$ cat config.mk
export PLATFORM = sky130hd
export DESIGN_NAME = seven_seg_scan_ctrl
export DESIGN_NICKNAME = d
export VERILOG_FILES = /design/src/rtl/seven_seg_scan_ctrl.sv
export SDC_FILE = /design/constraint.sdc
export NUM_CORES = 1
export LEC_CHECK = 0
export ABC_AREA = 1
export CAP_MARGIN = 10
export CORE_UTILIZATION = 55
export DETAILED_ROUTE_END_ITERATION = 8
export PLACE_DENSITY_LB_ADDON = 0.25
export RECOVER_POWER = 50
export SYNTH_ARGS = -nofsm -noshare
export SYNTH_HDL_FRONTEND = slang
export SYNTH_SLANG_ARGS = --single-unit
$ cat constraint.sdc
create_clock -name clk -period 7.7 [get_ports clk]
set_input_delay 0.77 -clock clk [delete_from_list [all_inputs] [get_ports clk]]
set_output_delay 0.77 -clock clk [all_outputs]
set_load 0.03 [all_outputs]
$ cat src/rtl/seven_seg_scan_ctrl.sv
// Multiplexed seven-segment scan controller with blank interval and double-buffered digit data.
// Optional leading-zero blanking is compiled in when SEVEN_SEG_LZB_EN is defined.
module seven_seg_scan_ctrl #(
  parameter int NUM_DIGITS   = 6,
  parameter int REFRESH_DIV  = 50000,
  parameter int BLANK_CYCLES = 16
) (
  input  logic                    clk,
  input  logic                    reset,
  input  logic [4*NUM_DIGITS-1:0] data_in,
  input  logic [NUM_DIGITS-1:0]   dp_in,
  input  logic [NUM_DIGITS-1:0]   blank_in,
  input  logic                    load,
  output logic [NUM_DIGITS-1:0]   addr,
  output logic [7:0]              out,
  output logic                    frame_done
);

  localparam int PW = (REFRESH_DIV > 1) ? $clog2(REFRESH_DIV) : 1;
  localparam int DW = (NUM_DIGITS > 1) ? $clog2(NUM_DIGITS) : 1;
  localparam logic [PW-1:0] PRE_LAST  = PW'(REFRESH_DIV - 1);
  localparam logic [PW-1:0] BLANK_END = PW'(BLANK_CYCLES);
  localparam logic [DW-1:0] DIG_LAST  = DW'(NUM_DIGITS - 1);

  function automatic logic [6:0] seg_decode(input logic [3:0] nib);
    logic [6:0] seg;
    case (nib)
      4'h0:    seg = 7'h3F;
      4'h1:    seg = 7'h06;
      4'h2:    seg = 7'h5B;
      4'h3:    seg = 7'h4F;
      4'h4:    seg = 7'h66;
      4'h5:    seg = 7'h6D;
      4'h6:    seg = 7'h7D;
      4'h7:    seg = 7'h07;
      4'h8:    seg = 7'h7F;
      4'h9:    seg = 7'h6F;
      4'hA:    seg = 7'h77;
      4'hB:    seg = 7'h7C;
      4'hC:    seg = 7'h39;
      4'hD:    seg = 7'h5E;
      4'hE:    seg = 7'h79;
      4'hF:    seg = 7'h71;
      default: seg = 7'h00;
    endcase
    return seg;
  endfunction

  logic [PW-1:0]                pre_cnt_q, pre_cnt_d;
  logic [DW-1:0]                dig_idx_q, dig_idx_d;
  logic [NUM_DIGITS-1:0][3:0]   stg_data_q, stg_data_d;
  logic [NUM_DIGITS-1:0]        stg_dp_q, stg_dp_d;
  logic [NUM_DIGITS-1:0]        stg_blank_q, stg_blank_d;
  logic                         pending_q, pending_d;
  logic [NUM_DIGITS-1:0][3:0]   shd_data_q, shd_data_d;
  logic [NUM_DIGITS-1:0]        shd_dp_q, shd_dp_d;
  logic [NUM_DIGITS-1:0]        shd_blank_q, shd_blank_d;
  logic [NUM_DIGITS-1:0]        addr_q, addr_d;
  logic [7:0]                   out_q, out_d;
  logic                         frame_done_q, frame_done_d;

  logic                         slot_end_s;
  logic                         boundary_s;
  logic [7:0]                   seg_s;
  logic [NUM_DIGITS-1:0]        one_hot_s;

  assign slot_end_s = (pre_cnt_q == PRE_LAST);
  assign boundary_s = slot_end_s && (dig_idx_q == DIG_LAST);
  assign one_hot_s  = {{(NUM_DIGITS-1){1'b0}}, 1'b1} << dig_idx_q;

  // Scan counters and the staging/shadow double buffer.
  always_comb begin
    pre_cnt_d   = pre_cnt_q;
    dig_idx_d   = dig_idx_q;
    stg_data_d  = stg_data_q;
    stg_dp_d    = stg_dp_q;
    stg_blank_d = stg_blank_q;
    pending_d   = pending_q;
    shd_data_d  = shd_data_q;
    shd_dp_d    = shd_dp_q;
    shd_blank_d = shd_blank_q;

    if (slot_end_s) begin
      pre_cnt_d = {PW{1'b0}};
      if (dig_idx_q == DIG_LAST) begin
        dig_idx_d = {DW{1'b0}};
      end else begin
        dig_idx_d = dig_idx_q + DW'(1);
      end
    end else begin
      pre_cnt_d = pre_cnt_q + PW'(1);
    end

    if (load) begin
      stg_data_d  = data_in;
      stg_dp_d    = dp_in;
      stg_blank_d = blank_in;
    end else begin
      stg_data_d  = stg_data_q;
    end

    // A load landing on the boundary bypasses staging so it is never deferred a frame.
    if (boundary_s) begin
      pending_d = 1'b0;
      if (load) begin
        shd_data_d  = data_in;
        shd_dp_d    = dp_in;
        shd_blank_d = blank_in;
      end else if (pending_q) begin
        shd_data_d  = stg_data_q;
        shd_dp_d    = stg_dp_q;
        shd_blank_d = stg_blank_q;
      end else begin
        shd_data_d  = shd_data_q;
      end
    end else if (load) begin
      pending_d = 1'b1;
    end else begin
      pending_d = pending_q;
    end
  end

  // Segment and digit-enable generation from the current slot and shadow data.
  always_comb begin
    logic lz_s;
    lz_s  = 1'b1;
    seg_s = {shd_dp_q[dig_idx_q], seg_decode(shd_data_q[dig_idx_q])};
`ifdef SEVEN_SEG_LZB_EN
    for (int j = 0; j < NUM_DIGITS; j++) begin
      lz_s = lz_s & ~((DW'(j) >= dig_idx_q) & (shd_data_q[j] != 4'h0));
    end
    if (lz_s && (dig_idx_q != {DW{1'b0}})) begin
      seg_s = {shd_dp_q[dig_idx_q], 7'h00};
    end else begin
      seg_s = {shd_dp_q[dig_idx_q], seg_decode(shd_data_q[dig_idx_q])};
    end
`else
    lz_s = 1'b0;
`endif

    frame_done_d = boundary_s;
    if (pre_cnt_q < BLANK_END) begin
      addr_d = {NUM_DIGITS{1'b1}};
      out_d  = 8'hFF;
    end else begin
      addr_d = ~one_hot_s;
      if (shd_blank_q[dig_idx_q]) begin
        out_d = 8'hFF;
      end else begin
        out_d = ~seg_s;
      end
    end
  end

  // State and registered outputs.
  always_ff @(posedge clk or posedge reset) begin
    if (reset) begin
      pre_cnt_q    <= {PW{1'b0}};
      dig_idx_q    <= {DW{1'b0}};
      stg_data_q   <= {(4*NUM_DIGITS){1'b0}};
      stg_dp_q     <= {NUM_DIGITS{1'b0}};
      stg_blank_q  <= {NUM_DIGITS{1'b0}};
      pending_q    <= 1'b0;
      shd_data_q   <= {(4*NUM_DIGITS){1'b0}};
      shd_dp_q     <= {NUM_DIGITS{1'b0}};
      shd_blank_q  <= {NUM_DIGITS{1'b0}};
      addr_q       <= {NUM_DIGITS{1'b1}};
      out_q        <= 8'hFF;
      frame_done_q <= 1'b0;
    end else begin
      pre_cnt_q    <= pre_cnt_d;
      dig_idx_q    <= dig_idx_d;
      stg_data_q   <= stg_data_d;
      stg_dp_q     <= stg_dp_d;
      stg_blank_q  <= stg_blank_d;
      pending_q    <= pending_d;
      shd_data_q   <= shd_data_d;
      shd_dp_q     <= shd_dp_d;
      shd_blank_q  <= shd_blank_d;
      addr_q       <= addr_d;
      out_q        <= out_d;
      frame_done_q <= frame_done_d;
    end
  end

  assign addr       = addr_q;
  assign out        = out_q;
  assign frame_done = frame_done_q;

endmodule
==> results of run 1 <==
flip-flops by register name, indices dropped and copies added, names as in the netlist:
signal,flops
shd_data_q,24
stg_data_q,24
pre_cnt_q,16
out,8
addr,6
shd_blank_q,6
shd_dp_q,6
stg_blank_q,6
stg_dp_q,6
dig_idx_q,3
frame_done,1
pending_q,1
final cells by class:
cell class	instances	area, µm²
Sequential cell	107	2700
Fill cell	738	3010
Clock buffer	9	124
Tap cell	108	135
Timing Repair Buffer	56	549
Multi-Input combinational cell	440	2050
Clock inverter	6	51.3
Inverter	51	195
worst max-delay path by stage:
stage / depth (start not counted) / startpoint / slack [ns] / end
2_1_floorplan: 1 / reset / 4.14 / dig_idx_q[0]
3_3_place_gp: 6 / load / 4.42 / shd_data_q[22]
3_5_place_dp: 6 / load / 4.33 / shd_data_q[23]
4_1_cts: 6 / load / 4.74 / shd_data_q[23]
5_1_grt: 8 / dig_idx_q[2] / 3.20 / shd_data_q[1]
6_report: 8 / dig_idx_q[2] / 3.65 / shd_data_q[1]
power breakdown:
part	leakage (nW)	switching, mW	total (mW)	internal [mW]
Sequential	1.36	0.00458	0.583	0.578
Clock	0.0916	0.197	0.317	0.121
Combinational	1.55	0.0346	0.0597	0.0251
cells in the mapped netlist, drive strengths merged:
cell      n
clkinv    1
a21oi     7
inv      50
o31ai     1
xor2      4
and3      1
nand3    70
nor4      2
nor2     45
a32oi     1
o21ai     8
nand2   271
clkbuf    5
dfstp    14
nand4     7
nor3      6
o211ai    2
a31o      1
dfrtp    93
buf      17
and2      1
xnor2     1
ha        8
nand3b    2
or2       2
through the flow:
step | setup slack, ns | instances | hold slack, ns
global route | 3.20 | 777 | 0.510
finish | 3.65 | 777 | 0.482
CTS | 4.74 | 777 | 0.486
detailed placement | 4.33 | 762 | 0.461
global placement | 4.42 | 762 | 0.443
floorplan | 4.14 | 620 | 0.433
per-layer routing:
metal	up-vias	part of all wire, %	global-route usage [%]
met5	-	0	0
met4	0	0.84	6.18
met3	12	5.0	4.94
met2	129	49	39.9
met1	1892	45	30.9
li1	2024	-	-
kinds of logic (layout without fill, tap and decap cells):
group,after synthesis,count (layout),synth area share (%)
fa+ha+maj,8,8,1.97
buf+inv,73,122,6.59
simple gates,407,407,35.2
compound gates,20,20,2.27
flops,107,107,53.1
xor+xnor,5,5,0.864
worst max-delay path, cell delays in order, from the launching register on:
cell and delay [ns]:
dfrtp_1 0.53, inv_1 0.28, nor2_4 0.23, inv_2 0.07, nor3_4 0.17, clkbuf_1 1.42
nand2_2 0.90, nand2_1 0.26, nand2_1 0.07
cells in the final DEF (no fill, tap or decap), types with 2 or more instances in the layout:
cell type          n
ha_1               8
o21ai_0            8
clkinv_4           3
nor2_1            42
nand3_2           18
inv_1             46
nor2_2             2
nand3_1           52
clkdlybuf4s50_1   51
clkbuf_8           9
nand2_2            2
nor4_1             2
o211ai_1           2
dlygate4sd3_1      2
nand4_1            7
nand3b_1           2
nor3_1             5
dfstp_2           14
inv_2              2
a21oi_1            7
dfrtp_1           93
nand2_1          268
xor2_1             4
buf_4              2
==> impl_results.md, run 1 <==
- Outcome: complete, but fails checks
- Failing checks: design-rule violations, max-capacitance violations, max-slew violations
- RSZ-0062 raised after global routing: false
- Area grow syn2layout: 14.3%
- Min Tclk post-route: roughly 4 ns
- Final instance area: around 0.0058 mm²
- Final wirelength: 10,300 µm
- WHS Path Cells: 2
- TritonCTS clock tree: built
- Pleak: approximately 3.0 nW
- Hold/Removal Path Class: reg2reg
- Total CTS buffers: 9
- Worst Hold Launch: stg_dp_q[0]
- Detail Route Antenna Nets: 0
- Max_cap viols: 1
- Power consumption: approximately 0.96 mW
- Number of global-route vias before repair: 3,996
- Mean Syn Cell Area: slightly above 8 µm²
- Worst R2R Start: dig_idx_q[2]
- Warnings, synthesis: 0
- Core area: 0.00881 mm²
- Post-CTS setup buffers: 0
- Worst skew pair latency: between 0.3 and 0.4 ns
- Mean number of vias per cell: about 5.2
- Crit start category: flop
- Synth area leader: dfrtp_1
- CTS resizes: 0
- # IOs: 54
- Required @ worst endpoint: ~8.0 ns
- Final Hold Vio Count: 0
- Clk sinks: between 100 and 150
- Antenna diodes: 0
- R2R depth: 8
- Sequential fraction of the synthesis area: approximately 53%
- Die Y: 98.0 µm
- DRC violations left: 4
- Clk slew on worst S/H paths: around 0.1 ns
- Synth cell types: 38
- Antenna violations before repair: 0
- Final Util: 65.8%
- Gr ovfl total: 0
- R2r endpoint: shd_data_q[1]
- Fin Setup TNS: 0 ns
- CTS root buffer: clkbuf_8
- F_max: around 250 MHz
- Crit Path Class: reg2reg
- Port Buffers: 53
- DP HPWL: ~7300 µm
- Starting Density: between 50% and 60%
- Placed inst area: 0.00563 mm²
- Deepest clock path buffer count: 2
- Die ar.: just under 0.01 mm²
- Iteration-0 DRC Markers: 240
- Setup-failing EPs final: 0
- Rows: 34
- Worst Tran Pin Value: ~2 ns
- Power density cells: about 170 mW/mm²
- Largest net degree at the start of global routing: 80
- Crit path DAT: between 4 and 5 ns
- First-pass GRT wire length: roughly 18,000 µm
- Hold-fix buffers at CTS: 0
- Final Max Tran Viols: 39
- Worst rel slew slack: -30.4%
- Worst R2R Setup Slack: around 3.7 ns
- Final nets: 712
- Post-synthesis cell area: 0.00507 mm²
- Yosys reg bits: about 110
- Synthesized instance count: 620
- WL/cell: ~13 µm
- 1st-pass router iterations: 7
- GRT Util Overall: a little under a quarter
- Clock skew: roughly 0.012 ns
- Htree depth: 3
- Routability cong.: about 0.84
- Vias: 4,057
- Element type at the critical path end: flop
- Die Wd: between 90 and 100 µm
- Worst min-delay path endpoint: stg_dp_q[0]
- Share of layout cells above drive strength 1: 9.27%
- Period utilisation layout: between 50% and 60%
- Area contributors post-synth: dfrtp_1 (46%), nand2_1 (20%), dfstp_2 (7.3%), nand3_1 (5.1%), nand3_2 (3.6%)
- Synth top area share: 45.9%
- Syn nets: 667
- VDD IR max: 117 µV
- Crit path max fanout: 38
No activity file was read; power rests on OpenSTA's default activity.
==> run 2: changes to the inputs <==
==> constraint.sdc (replaced) <==
create_clock -name clk -period 4.2 [get_ports clk]
set_input_delay 0.42 -clock clk [delete_from_list [all_inputs] [get_ports clk]]
set_output_delay 0.42 -clock clk [all_outputs]
set_load 0.03 [all_outputs]
==> run 2 against run 1 <==
  * The run still ends with design-rule violations, max-capacitance violations, max-slew violations left
  * Hold slack got worse by 0.0093 ns
  * Power increased by 88%
  * Utilization increased by 0.36 points
  * Critical path depth unchanged
  * Die area unchanged
  * Sequential power increased by 84%
  * Setup slack got worse by 2.3 ns
  * Via count increased by 1.0%
  * Largest power group unchanged
  * Highest routed layer unchanged
==> impl_results.md, run 2 (same netlist as run 1, synthesis figures left out) <==
- Outcome: complete, but fails checks
- Failing checks: design-rule violations, max-capacitance violations, max-slew violations
- Setup-failing EPs final: 0
- Hold/Removal Path Class: reg2reg
- Starting Density: 57.6%
- Min Tclk post-route: 2.88 ns
- Pleak: approximately 3.0 nW
- DRC violations left: 4
- GRT Util Overall: 24.6%
- Max_cap viols: 1
- 1st-pass router iterations: 6
- Final Max Tran Viols: 44
- Largest net degree at the start of global routing: 44
- Iteration-0 DRC Markers: between 200 and 300
- CTS resizes: 0
- Port Buffers: 53
- Place WS: 1.23 ns
- Die Y: about 98 µm
- Antenna violations before repair: 0
- Crit start category: flop
- Worst skew pair latency: approximately 0.38 ns
- Number of global-route vias before repair: about 4,000
- Detail Route Antenna Nets: 0
- First-pass GRT wire length: around 19,000 µm
- Largest regs: shd_data_q: 24 flops, stg_data_q: 24 flops, pre_cnt_q: 16 flops
- DP HPWL: about 7500 µm
- Htree depth: 3
- CP Cell Sequence: inv_1, nor2_1, inv_2, nor3_4, buf_4, nand2_2, nand2_1, nand2_1
- RSZ-0062 raised after global routing: false
- Share of layout cells above drive strength 1: roughly a tenth
- WL/cell: roughly 14 µm
- Die ar.: a little under 0.01 mm²
- Final wirelength: 10,800 µm
- Clk slew on worst S/H paths: ~0.12 ns
- Rows: 34
- Worst rel slew slack: -26.7%
- Crit path DAT: ~3.2 ns
- Final instance area: 0.00583 mm²
- Most frequent cells in the layout: nand2_1 (268), dfrtp_1 (93), nand3_1 (52), clkdlybuf4s50_1 (52), inv_1 (46)
- Deepest clock path buffer count: 2
- Core area: between 0.008 and 0.009 mm²
- Required @ worst endpoint: roughly 4.5 ns
- Clk sinks: around 110
- CP most frequent cell: nand2_1
- Final nets: ~710
- Total CTS buffers: 9
- Mean number of vias per cell: about 5.3
- Post-CTS setup buffers: 0
- TritonCTS clock tree: built
- Crit path max-delay cell type: dfrtp_1
- Area grow syn2layout: 15.0%
- Element type at the critical path end: flop
- # IOs: 54
- Most common cell after layout, fill and taps aside: nand2_1
- Vias: between 4,000 and 5,000
- Die Wd: 98.0 µm
- Gr ovfl total: 0
- Worst Hold Margin: 0.473 ns
- Final Hold Vio Count: 0
- Crit Path Class: reg2reg
- Critical path's largest stage delay: ~0.54 ns
- Crit path max fanout: 38
- F_max: about 350 MHz
- CTS root buffer: clkbuf_8
- Antenna diodes: 0
- Final worst slack: between 1 and 1.5 ns
- Power density cells: roughly 300 mW/mm²
- Final Util: around two thirds
- Hold-fix buffers at CTS: 0
- Fin Setup TNS: 0 ns
- Clock skew: 0.0170 ns
- Placed inst area: approximately 0.0056 mm²
- Period utilisation layout: about two thirds
- Worst Tran Pin Value: 1.89 ns
- Routability cong.: approximately 0.88
- VDD IR max: ~230 µV
run 2: path summary, 6_finish.rpt:
kind / endpoint / startpoint / cells past startpoint / slack, ns
max in group asynchronous: out[7] / reset / 3 / 2.03
worst min-delay path: pre_cnt_q[0] / pre_cnt_q[0] / 1 / 0.47
worst max register to register: shd_blank_q[4] / dig_idx_q[2] / 8 / 1.32
min in group asynchronous: stg_data_q[15] / reset / 2 / 0.95
worst min register to register: pre_cnt_q[0] / pre_cnt_q[0] / 1 / 0.47
worst max-delay path: shd_blank_q[4] / dig_idx_q[2] / 8 / 1.32
run 2: critical path: cells and delay by family, from the launching register on:
family                 cells  cell delay (ns)
and+or+nand+nor            5             1.39
DFF                        1             0.54
buffers and inverters      3             0.83
run 2: cell type report:
class                   instances  area, µm²
well taps                     108        135
flip-flops and latches        107       2700
clock buffers                  10        128
inverters                      51        195
multi-input cells             440       2040
fillers                       778       2980
clock inverters                 6       67.6
repair buffers                 58        568
run 2: per-layer routing:
layer  global-route usage (%)  vias up  part of all wire (%)
met5                        0        -                     0
met4                     7.23        0                   1.5
met3                     5.23       17                   4.2
met2                     41.3       96                    48
met1                     32.3     1952                    46
li1                         -     2034                     -
run 2: where the power goes:
group | total, mW | internal [mW] | switching, mW
Combinational | 0.110 | 0.0467 | 0.0637
Clock | 0.622 | 0.235 | 0.387
Sequential | 1.07 | 1.06 | 0.00906
run 2: per-stage QoR:
stage | power, mW | cells
after floorplan | 1.14 | 620
after global placement | 1.20 | 764
after detailed placement | 1.20 | 764
after CTS | 1.82 | 780
after global routing | 1.87 | 780
final | 1.80 | 780
==> run 3: changes to the inputs <==
==> constraint.sdc (replaced) <==
create_clock -name clk -period 2.75 [get_ports clk]
set_input_delay 0.275 -clock clk [delete_from_list [all_inputs] [get_ports clk]]
set_output_delay 0.275 -clock clk [all_outputs]
set_load 0.03 [all_outputs]
==> run 3 against run 2 <==
  * The run still ends with design-rule violations, max-capacitance violations, max-slew violations left
  * Maximum frequency grew 20%
  * Cell area grew 0.21%
  * Routed wire length shrank 2.3%
  * Via count grew 0.15%
==> impl_results.md, run 3 (same netlist as run 1, synthesis figures left out) <==
- Outcome: complete, but fails checks
- Failing checks: design-rule violations, max-capacitance violations, max-slew violations
- Worst skew pair latency: just under 0.4 ns
- Fin Setup TNS: 0 ns
- Placed inst area: approximately 0.0057 mm²
- Worst R2R Setup Slack: 0.36 ns
- Antenna violations before repair: 0
- Hold-fix buffers at CTS: 0
- Most common cell after layout, fill and taps aside: nand2_1
- Worst R2R Start: dig_idx_q[0]
- WL/cell: 13.6 µm
- Final instance area: approximately 0.0058 mm²
- Port Buffers: 53
- F_max: around 420 MHz
- Routability cong.: 0.974
- Power density cells: about 470 mW/mm²
- Number of global-route vias before repair: between 4,000 and 5,000
- GRT Util Overall: between 20% and 30%
- 1st-pass router iterations: 7
- DP HPWL: roughly 7600 µm
- Iteration-0 DRC Markers: about 210
- Crit path max fanout: 14
- Worst Hold Margin: approximately 0.43 ns
- Core area: approximately 0.0088 mm²
- Worst Tran Pin Value: roughly 1.5 ns
- Starting Density: a little under three fifths
- Die ar.: 0.00961 mm²
- Final nets: between 700 and 800
- Sequential share of power: 59.9%
- Htree depth: 3
- Post-CTS setup buffers: 0
- Final Hold Vio Count: 0
- CTS root buffer: clkbuf_8
- Die Wd: slightly below 100 µm
- Clk sinks: between 100 and 150
- Combinational fraction of design power: 6.1%
- R2R depth: 11
- Gr ovfl total: 0
- Worst rel slew slack: -1.06%
- TritonCTS clock tree: built
- P_int: 2.04 mW
- Mean number of vias per cell: 5.26
- CTS resizes: 0
- P_sw: between 0.6 and 0.7 mW
- Element type at the critical path end: flop
- Crit path DAT: 2.70 ns
- Share of layout cells above drive strength 1: around a tenth
- Detail Route Antenna Nets: 0
- Hold/Removal Path Class: in2async
- # IOs: between 50 and 60
- Required @ worst endpoint: around 3.1 ns
- Sw Share: between 20% and 30%
- Die Y: about 98 µm
- R2r endpoint: out[3]
- DRC violations left: 6
- Period utilisation layout: roughly 87%
- Non-Filler Instances: just under 800
- RSZ-0062 raised after global routing: false
- Max_cap viols: 1
- Antenna diodes: 0
- Final Util: 66.3%
- Crit start category: flop
- Largest regs: shd_data_q: 24 flops, stg_data_q: 24 flops, pre_cnt_q: 16 flops
- Clock network fraction of design power: around 34%
- Rows: 34
- Total CTS buffers: 9
- Clk slew on worst S/H paths: roughly 0.11 ns
- Largest net degree at the start of global routing: 90
- Pleak: between 3 and 4 nW
- Final wirelength: ~11,000 µm
- Vias: approximately 4,100
- Crit Path Class: reg2reg
- Dpl cells: about 770
- VDD IR max: roughly 260 µV
- First-pass GRT wire length: about 19,000 µm
- Most frequent cells in the layout: nand2_1 (268), dfrtp_1 (93), nand3_1 (52)
- Setup-failing EPs final: 0
- Final Max Tran Viols: 37
- Deepest clock path buffer count: 2
- Min Tclk post-route: roughly 2.4 ns
- Clock skew: about 0.017 ns
- Area grow syn2layout: 15.2%
run 3: cell count changes in the layout (fill, tap and decap cells not counted):
| cell | delta |
|---|---|
| inv_8 | +2 |
| inv_6 | -2 |
| dlygate4sd3_1 | +1 |
| nor2_4 | +1 |
| clkinvlp_4 | +1 |
| clkbuf_4 | +1 |
| clkinv_8 | -2 |
| clkinv_4 | +1 |
| clkdlybuf4s50_1 | -1 |
| clkbuf_1 | +1 |
| buf_12 | +1 |
| buf_4 | -2 |
| nor2_1 | -1 |
run 3: area by class of cell:
type | count | area, µm²
clock buffer | 10 | 128
clock inverter | 6 | 56.3
fill | 729 | 2960
inverter | 51 | 195
multi-input combinational | 440 | 2050
sequential | 107 | 2700
tap | 108 | 135
timing repair buffer | 59 | 584
run 3: how the worst max path moves through the flow:
stage                       from     end  cells after the start
floorplan           dig_idx_q[0]  out[0]                     14
global placement    dig_idx_q[0]  out[0]                     12
detailed placement  dig_idx_q[0]  out[0]                     12
CTS                 dig_idx_q[0]  out[0]                     12
global route        dig_idx_q[0]  out[0]                     11
finish              dig_idx_q[0]  out[3]                     11
run 3: stage by stage:
stage / total power [mW] / setup WS (ns)
detailed placement: 1.84 / 0.443
global route: 2.83 / 0.129
global placement: 1.83 / 0.490
CTS: 2.75 / 0.404
floorplan: 1.75 / 0.970
finish: 2.72 / 0.355
run 3: worst max-delay path: stages, from the launching register on:
cell and delay, ns:
dfrtp_1 0.69, inv_1 0.25, nand2_1 0.22, nor2_1 0.07, nor2_1 0.12, nand2_1 0.06, nand2_1 0.19, inv_1 0.12
ha_1 0.21, nand3b_1 0.22, nand3_1 0.12, nand3_1 0.07
run 3: metal layers:
metal  GRT usage (%)  vias up  share of wire, %
met2            41.2       98                49
met3            4.94       19               4.0
met1            31.1     1951                45
met4            8.51        0               2.0
met5               0        -                 0
li1                -     2037                 -
run 3: power by group through the flow:
stage / Clock (mW) / Combinational [mW] / Sequential (mW)
floorplan: 0 / 0.0905 / 1.66
global placement: 0 / 0.170 / 1.66
detailed placement: 0 / 0.175 / 1.66
CTS: 0.945 / 0.176 / 1.63
global route: 1.00 / 0.192 / 1.64
finish: 0.924 / 0.167 / 1.63
==> variant: new RTL, flow settings as in run 3 <==
Build with the macro `SEVEN_SEG_LZB_EN` defined.
--- a/src/rtl/seven_seg_scan_ctrl.sv
+++ b/src/rtl/seven_seg_scan_ctrl.sv
@@ -1,5 +1,7 @@
 // Multiplexed seven-segment scan controller with blank interval and double-buffered digit data.
 // Optional leading-zero blanking is compiled in when SEVEN_SEG_LZB_EN is defined.
+`define SEVEN_SEG_LZB_EN
+
 module seven_seg_scan_ctrl #(
   parameter int NUM_DIGITS   = 6,
   parameter int REFRESH_DIV  = 50000,
Function: no difference found for any inputs over 10 cycles, from zero or initial values and one cycle with reset high; that may be too few to reach the edited logic, so the function may still have changed.
==> variant against run 3 <==
  * Critical path depth is 1 lower
  * Via count up 4.3%
  * Hold slack improved by 0.025 ns
  * Synthesized cell count increased by 4.8%
  * Final area increased by 2.2%
  * Power is 0.80% lower
  * Sequential power about the same
  * Maximum frequency fell by 2.4%
  * Sequential cell count unchanged
  * Core utilization is 1.4 points lower
  * Routed wire length rose by 6.0%
  * Area after synthesis rose by 2.2%
  * Setup slack worse by 0.059 ns
  * Critical path type unchanged
  * Critical endpoint unchanged
  * Largest power group unchanged
  * Highest routed layer unchanged
==> variant: results (changes against run 3) <==
* Synthesized net count at 701 (+5.1%)
* XOR/XNOR Fraction of Synth Area at 0.0152 (+0.00657)
* GRT Util Overall at 0.247 (+0.00384)
* Synth cell count leaders: nand2_1 (271), nand3_1 (94), dfrtp_1 (93)
* Final wirelength at 11.2 mm (+6.0%)
* Internal reg-to-reg setup slack at 0.30 ns (-0.06 ns)
* Final Cycle Share at 0.892 (+0.0216)
* Adder-Cell Fraction of Synth Area at 0.0290 (+0.00922)
* Slew Viols, Final at 0 (-100%)
* Number of global-route vias before repair at 4128 (+1.2%)
* Synth top area cells: dfrtp_1 (45%), nand2_1 (20%), nand3_1 (9.1%)
* Largest net degree at the start of global routing at 52 (-42%)
* Dpl cell area at 0.00580 mm2 (+2.2%)
* 1st-iter DRT viols at 219 (+3.8%)
* DR vias/cell at 5.25 (about the same)
* Nets at 750 (+4.9%)
* GPL Wtd Cong at 0.851 (-13%)
* Run status: completed
* Diodes inserted at 0 (unchanged)
* Synth Area in Compound Gates at 0.0145 (-0.00822)
* Drt first pass iters at 5 (-2)
* Final HPWL from detailed placement at 8.10 mm (+6.2%)
* Pre-CTS worst setup slack at 0.346 ns (-0.0963 ns)
* Clock tree buffer depth at 2 (unchanged)
* Clock Latency Late Sink at 0.37 ns (-0.02 ns)
* Syn avg cell area at 7.98 um2 (-2.5%)
* Share of cells above drive strength 1 at 0.0724 (-0.0241)
* Hold Crit Class: in2reg
* Normalized max-slew margin at 0.113 (+0.123)
* Detailed-route via count at 4280 (+4.3%)
* Yosys cell types at 32 (-16%)
* CP arrival at 2.71 ns (about the same)
* First-pass GRT wire length at 19.3 mm (+2.6%)
* Worst Clk Skew at 0.0154 ns (-0.00118 ns)
* Sequential cell area fraction in the yosys report at 0.520 (-0.0117)
## variant: cell count changes after synthesis, moves of 2 or more
cell	change
nand3_1	+42
nand3_2	-18
buf_2	-7
clkbuf_1	+5
buf_6	+4
ha_1	+4
inv_1	+4
a21oi_1	-3
nand2_1	+3
xnor2_1	+3
nor3_4	+2
## variant: power by group through the flow
stage	sequential (W)	clock (W)	combinational (W)
5_1_grt	0.00164	0.000979	0.000191
3_5_place_dp	0.00166	0	0.000173
4_1_cts	0.00163	0.000937	0.000173
3_3_place_gp	0.00166	0	0.000169
6_report	0.00163	0.000903	0.000166
2_1_floorplan	0.00166	0	0.0000862
## variant: kinds of logic (layout without fill, tap and decap cells)
group,after synthesis,count (layout)
adder cells (fa/ha/maj),12,12
flip-flops,107,107
AND/OR/NAND/NOR,430,430
XOR/XNOR,9,9
buffers and inverters,78,132
AO/OA/AOI/OAI,14,14
## variant: worst paths after layout
path	startpoint	cells after the start	end
max	dig_idx_q[2]	10	out[3]
min reg2reg	pre_cnt_q[0]	1	pre_cnt_q[0]
max in group asynchronous	reset	3	pre_cnt_q[10]
min	data_in[2]	3	stg_data_q[2]
min in group asynchronous	reset	2	stg_dp_q[4]
max reg2reg	dig_idx_q[2]	10	out[3]
## variant: final cells by class
type | count | area, um2
Timing Repair Buffer | 60 | 593
Inverter | 56 | 214
Multi-Input combinational cell | 465 | 2140
Fill cell | 848 | 3230
Clock inverter | 7 | 61.3
Tap cell | 111 | 139
Clock buffer | 9 | 124
Sequential cell | 107 | 2700
## variant: worst register-to-register path, stage by stage, from the launching register on
cell      delay (ns)
dfrtp_1         0.66
clkinv_1        0.38
nor2_2          0.37
nand3_1         0.11
nand2_1         0.08
nor2_1          0.11
ha_1            0.26
inv_1           0.12
nand2_1         0.09
nand3_1         0.11
nand3_1         0.08
## variant: metrics by stage
step	hold WS [ns]	power [W]	util
after floorplan	0.408	0.00174	-
after global placement	0.454	0.00183	0.631
after detailed placement	0.459	0.00184	0.631
after CTS	0.364	0.00274	0.651
after global routing	0.453	0.00281	0.649
final	0.456	0.00270	0.649
## variant: per-layer routing
metal | vias to the layer above | wire length, um | GRT usage
met2 | 119 | 5550 | 0.431
met4 | 0 | 180 | 0.0735
met1 | 2004 | 5040 | 0.319
met3 | 17 | 452 | 0.0387
met5 | - | 0 | 0
li1 | 2140 | - | -
